$ cat config.mk
export PLATFORM = sky130hd
export DESIGN_NAME = fft_addr_gen
export DESIGN_NICKNAME = d
export VERILOG_FILES = /design/src/rtl/fft_pkg.sv /design/src/rtl/fft_delay_line.sv /design/src/rtl/fft_addr_gen.sv
export SDC_FILE = /design/constraint.sdc
export NUM_CORES = 1
export LEC_CHECK = 0
export CORE_ASPECT_RATIO = 1.75
export CORE_MARGIN = 4
export CORE_UTILIZATION = 55
export DETAILED_ROUTE_END_ITERATION = 8
export GPL_TIMING_DRIVEN = 0
export PLACE_DENSITY = 0.83
export SYNTH_ARGS = -nofsm -noshare
export SYNTH_HDL_FRONTEND = slang
export SYNTH_SLANG_ARGS = --single-unit
$ cat constraint.sdc
create_clock -name clk -period 2.3 [get_ports clk]
set_input_delay 0.345 -clock clk [delete_from_list [all_inputs] [get_ports clk]]
set_output_delay 0.345 -clock clk [all_outputs]
set_load 0.1 [all_outputs]
$ cat src/rtl/fft_pkg.sv
// Shared sizes, FSM state type and butterfly address helpers for the FFT address generator.
package fft_pkg;
    localparam int FFT_N  = 64;
    localparam int ADDR_W = 6;
    localparam int TW_W   = 5;

    typedef enum logic [1:0] {
        ST_IDLE  = 2'd0,
        ST_RUN   = 2'd1,
        ST_DRAIN = 2'd2
    } fsm_state_t;

    function automatic logic is_one_hot(input logic [ADDR_W-1:0] s);
        return (s != 6'd0) && ((s & (s - 6'd1)) == 6'd0);
    endfunction

    // Encodes a one-hot span into its bit position, i.e. log2(h).
    function automatic logic [2:0] span_log2(input logic [ADDR_W-1:0] s);
        return {s[4] | s[5], s[2] | s[3], s[1] | s[3] | s[5]};
    endfunction

    // h-1 masks pos out of b; the remaining group bits move up by one to skip the partner half.
    function automatic logic [ADDR_W-1:0] bfly_addr(input logic [ADDR_W-1:0] s,
                                                    input logic [ADDR_W-1:0] c);
        logic [ADDR_W-1:0] mask;
        logic [ADDR_W-1:0] b;
        logic [ADDR_W-1:0] a;
        mask = s - 6'd1;
        b    = {1'b0, c[5:1]};
        a    = ((b & ~mask) << 3'd1) | (b & mask);
        return c[0] ? (a | s) : a;
    endfunction

    function automatic logic [TW_W-1:0] tw_index(input logic [ADDR_W-1:0] s,
                                                 input logic [ADDR_W-1:0] c);
        logic [ADDR_W-1:0] pos;
        logic [2:0]        sh;
        pos = {1'b0, c[5:1]} & (s - 6'd1);
        sh  = 3'd5 - span_log2(s);
        return pos[4:0] << sh;
    endfunction
endpackage

$ cat src/rtl/fft_delay_line.sv
// Parameterised DEPTH-stage shift register; reset flushes every stage.
module fft_delay_line #(
    parameter int DEPTH = 4,
    parameter int WIDTH = 7
) (
    input  logic             clk,
    input  logic             rst,
    input  logic [WIDTH-1:0] din,
    output logic [WIDTH-1:0] dout
);
    logic [WIDTH-1:0] pipe_r [DEPTH];

    // Advance the pipeline one stage per clock.
    always_ff @(posedge clk or negedge rst) begin
        if (!rst) begin
            for (int i = 0; i < DEPTH; i++) begin
                pipe_r[i] <= {WIDTH{1'b0}};
            end
        end else begin
            pipe_r[0] <= din;
            for (int i = 1; i < DEPTH; i++) begin
                pipe_r[i] <= pipe_r[i-1];
            end
        end
    end

    assign dout = pipe_r[DEPTH-1];
endmodule

$ cat src/rtl/fft_addr_gen.sv
// Radix-2 in-place FFT read/twiddle/write-back address generator with stage drain tracking.
module fft_addr_gen
    import fft_pkg::*;
#(
    parameter int WB_LAT = 4
) (
    input  logic              clk,
    input  logic              rst,
    input  logic [ADDR_W-1:0] stage,
    input  logic [ADDR_W-1:0] count,
    input  logic              new_stage,
    input  logic              cnt_en,
    output logic              rd_en,
    output logic [ADDR_W-1:0] rd_addr,
    output logic [TW_W-1:0]   tw_idx,
    output logic              wr_en,
    output logic [ADDR_W-1:0] wr_addr,
    output logic              stage_done,
    output logic              fft_done,
    output logic              err
);
    localparam logic [ADDR_W-1:0] LAST_SPAN = ADDR_W'(FFT_N / 2);

    fsm_state_t        state_r;
    logic [ADDR_W-1:0] stage_q;
    logic [3:0]        idle_cnt_r;
    logic              legal_s;
    logic              issue_s;
    logic              drained_s;
    logic [ADDR_W:0]   wb_s;

    assign legal_s   = is_one_hot(stage);
    assign issue_s   = cnt_en & legal_s;
    // Once WB_LAT idle cycles have passed since the last read, its write has left the pipeline.
    assign drained_s = (idle_cnt_r >= 4'(WB_LAT));

    // Read strobe, address and twiddle registers, cycles-since-last-read counter, sticky error.
    always_ff @(posedge clk or negedge rst) begin
        if (!rst) begin
            rd_en      <= 1'b0;
            rd_addr    <= 6'd0;
            tw_idx     <= 5'd0;
            idle_cnt_r <= 4'd0;
            err        <= 1'b0;
        end else begin
            rd_en <= issue_s;
            if (issue_s) begin
                rd_addr    <= bfly_addr(stage, count);
                tw_idx     <= tw_index(stage, count);
                idle_cnt_r <= 4'd0;
            end else if (idle_cnt_r != 4'hF) begin
                idle_cnt_r <= idle_cnt_r + 4'd1;
            end
            if (cnt_en && !legal_s) begin
                err <= 1'b1;
            end
        end
    end

    // Stage sequencing FSM with registered completion pulses.
    always_ff @(posedge clk or negedge rst) begin
        if (!rst) begin
            state_r    <= ST_IDLE;
            stage_q    <= 6'd0;
            stage_done <= 1'b0;
            fft_done   <= 1'b0;
        end else begin
            stage_done <= 1'b0;
            fft_done   <= 1'b0;
            case (state_r)
                ST_IDLE: begin
                    if (issue_s) begin
                        state_r <= ST_RUN;
                        stage_q <= stage;
                    end
                end
                ST_RUN: begin
                    if (new_stage || !cnt_en) begin
                        state_r <= ST_DRAIN;
                    end
                end
                ST_DRAIN: begin
                    if (!issue_s && drained_s) begin
                        stage_done <= 1'b1;
                        fft_done   <= (stage_q == LAST_SPAN);
                        state_r    <= ST_IDLE;
                    end
                end
                default: begin
                    state_r <= ST_IDLE;
                end
            endcase
        end
    end

    fft_delay_line #(
        .DEPTH (WB_LAT),
        .WIDTH (ADDR_W + 1)
    ) u_wb_pipe (
        .clk  (clk),
        .rst  (rst),
        .din  ({rd_en, rd_addr}),
        .dout (wb_s)
    );

    assign {wr_en, wr_addr} = wb_s;
endmodule

==> run_results.csv <==
group,metric,value,unit
synthesis,yosys-top-cells-count,"dfrtp_1 (55), mux2_2 (16), nor2_1 (8), buf_4 (7)",
synthesis,synth-async-reset-ratio,100.0,%
layout,postLayoutCoreUtil,75.15,%
synthesis,ys_ff_latch,55,
pwr,p_leak,1.228,nW
synthesis,synth_fa_ha_area_share,3.476,%
global_route,grt_pass1_vias,1466,
critical_path,cp.required,1960,ps
synthesis,synthMuxAreaShare,10.66,%
drt,drcViolationCount,0,
pwr,powerDensity,1088,mW/mm²
timing,drv_slew,0,
synthesis,syn_avg_cell_area,13.93,µm²
synthesis,synth-compound-area-share,6.199,%
run_status,outcome,"finished, final reports clean",
synthesis,ys_seq_area_share,63.73,%
cts,cts-root-buf,"clkbuf_8",
timing,worst_pin_slew,995.2,ps
timing,post-route-period-util,95.79,%
synthesis,synth-warning-count,0,
worst_hold_path,hold_path_class,"reg -> reg",
synthesis,ys.flop_type,"dfrtp_1",
global_route,grt_max_degree,38,
synthesis,syn-cell-area,0.002160,mm²
drt,ant_nets,0,
critical_path,r2r-end,"stage_q[5]$_DFFE_PN0P_",
synthesis,post-synth-top-area-fraction,63.73,%
drt,drt_pass1_iterations,4,
floorplan,initial_core_util,58.35,%
synthesis,synth_xor_area_share,0.4056,%
drt,vias,1406,
cts,clkSinkCount,55,
critical_path,critPathKind,"reg -> out",
timing,hold_violations,0,
critical_path,timing.rr.start,"state_r[1]$_DFFE_PN0P_",
floorplan,ios,38,
timing,whs,354.9,ps
layout,area_delta_synth_final,28.80,%
layout,instances_no_fill,252,
layout,antenna_cells,0,
synthesis,synth_enable_flop_cells,0,
placed_design,place_congestion,0.8645,
global_route,antenna_found_initial,0,
global_route,overflow,0,
synthesis,syn-num-nets,177,
floorplan,fp.coreArea,0.003701,mm²
flow_run,maxCapViolCount,0,
timing,rsz0062_at_grt,"no",
critical_path,reg2reg_depth,3,
floorplan,die_w,55.37,µm
worst_hold_path,min_to,"u_wb_pipe.pipe_r[9]$_DFF_PN0_",
floorplan,placementRows,29,
cts,clk_path_buf_depth,2,
cts,clock_latency,300,ps
floorplan,die_area,0.005032,mm²
cts,numCtsBuffers,5,
synthesis,synth_cell_types,34,
global_route,grtUsageTotal,17.54,%
layout,drive_gt1_share,22.82,%
placed_design,dp_hpwl,2916,µm
critical_path,cp-end-kind,"primary output",
synthesis,yosysMostFrequentCell,"dfrtp_1",
layout,final_area,0.002781,mm²
synthesis,synth_top_family_by_area,"simple AND/OR/NAND/NOR gates",
critical_path,r2r_setup_slack,940,ps
global_route,grt_pass1_wl,6879,µm
synthesis,post-synth-top-area-cell,"dfrtp_1",
placed_design,place_inst,239,
critical_path,worst-path-max-fanout,1,
timing,setup_violations,0,
layout,fin_nets,227,
timing,clock_skew,4.804,ps
timing,final.min_clock_period,2203,ps
pwr,ir_drop,0.9219,mV
timing,slew_headroom,33.45,%
critical_path,start_kind,"register",
worst_hold_path,hold_depth,0,
worst_hold_path,hp-start,"u_wb_pipe.pipe_r[16]$_DFF_PN0_",
drt,via_per_inst,5.579,
placed_design,port_buffers,37,
synthesis,netlist_instances,155,
synthesis,yosys.area_share.simple,11.88,%
placed_design,placed_area,0.002603,mm²
synthesis,synthTopCellsByArea,"dfrtp_1 (64%), mux2_2 (8.3%), ha_1 (3.5%)",
drt,wl_per_cell,16.15,µm
cts,clkTransAtPathRegs,100,ps
timing,max_freq,453.9,MHz
drt,drtIter0Drc,35,
cts,tritoncts,"built",
floorplan,die_y,90.89,µm
critical_path,critPathArrivalTime,1860,ps
drt,wl,4070,µm
cts,htree_levels,2,
per-layer routing:
metal  up-vias  part of all wire [%]  GRT usage (%)
li1        645                     -              -
met1       694                    37          18.28
met2        56                    54          32.11
met3        11                   6.0          4.864
met4         0                   2.8          7.302
met5         -                     0              0
registers in the layout (all words and copies together), names as in the netlist:
| register | flops |
|---|---|
| u_wb_pipe.dout | 7 |
| err | 1 |
| tw_idx | 5 |
| stage_q | 6 |
| idle_cnt_r | 4 |
| stage_done | 1 |
| rd_addr | 6 |
| state_r | 2 |
| u_wb_pipe.pipe_r | 21 |
| fft_done | 1 |
| rd_en | 1 |
cells in the final DEF (no fill, tap or decap), types with 2 or more instances in the layout:
cell type / Yosys / final
a221o_1: 4 / 4
buf_12: 0 / 2
buf_2: 0 / 2
buf_4: 7 / 8
buf_6: 1 / 3
clkbuf_8: 0 / 5
clkdlybuf4s50_1: 0 / 30
dfrtp_1: 55 / 55
dlymetal6s2s_1: 0 / 2
ha_1: 6 / 6
inv_1: 4 / 4
mux2_2: 16 / 16
mux2i_1: 5 / 5
nand2_1: 5 / 5
nand2b_1: 6 / 6
nand3_1: 2 / 2
nor2_1: 8 / 7
nor2b_1: 6 / 6
nor3_1: 4 / 4
nor4_1: 3 / 2
nor4b_1: 2 / 2
o22ai_1: 2 / 2
or2_2: 2 / 2
cell families (layout without fill, tap and decap cells):
kind of cell	count (synthesis)	count (layout)
compound gates	17	17
xor+xnor	1	1
fa+ha+maj	6	6
buf+inv	12	63
flops	55	55
mux	21	21
simple gates	43	43
repair_timing:
action / 4_1_cts / 5_1_grt
setup endpoints to repair: 26 / 16
gates resized for setup: 12 / 8
pin swaps: 3 / 3
hold endpoints to repair: 18 / 0
setup buffers: 3 / 1
hold buffers: 1 / 0
report_power, final:
group | switching, mW | internal [mW]
sequential | 0.135 | 1.22
combinational | 0.790 | 0.345
clock | 0.315 | 0.226
area by class of cell:
type / instances / area [µm²]
inverter: 4 / 15.01
timing repair buffer: 43 / 436.7
buffer: 8 / 67.56
clock buffer: 5 / 68.82
tap: 46 / 57.56
multi-input combinational: 88 / 732.0
sequential: 55 / 1376
clock inverter: 3 / 27.53
fill: 264 / 919.6
through the flow:
stage | worst slack (ps) | power, mW | setup TNS, ps
after floorplan | 73.43 | 2.200 | 0
after global placement | -654.9 | 2.452 | -40960
after detailed placement | -734.5 | 2.503 | -14550
after CTS | 25.74 | 3.052 | 0
after global routing | 0.7081 | 3.182 | 0
final | 96.81 | 3.026 | 0
critical path: stages, from the launching register on:
cell and delay (ps):
dfrtp_1 340, buf_4 100, clkdlybuf4s50_1 1120
worst max path at each step:
stage / startpoint / to / slack (ps) / cells after the start
3_5_place_dp: stage[1] / stage_q[3]$_DFFE_PN0P_ / -730 / 7
6_report: u_wb_pipe.dout[3]$_DFF_PN0_ / wr_addr[3] / 100 / 2
3_3_place_gp: stage[1] / rd_addr[4]$_DFFE_PN0N_ / -650 / 9
4_1_cts: stage[4] / stage_q[3]$_DFFE_PN0P_ / 30 / 7
5_1_grt: stage[0] / rd_addr[4]$_DFFE_PN0N_ / 0.7 / 9
2_1_floorplan: stage[1] / stage_q[0]$_DFFE_PN0P_ / 70 / 6
Power figures use the tool's default switching activity.
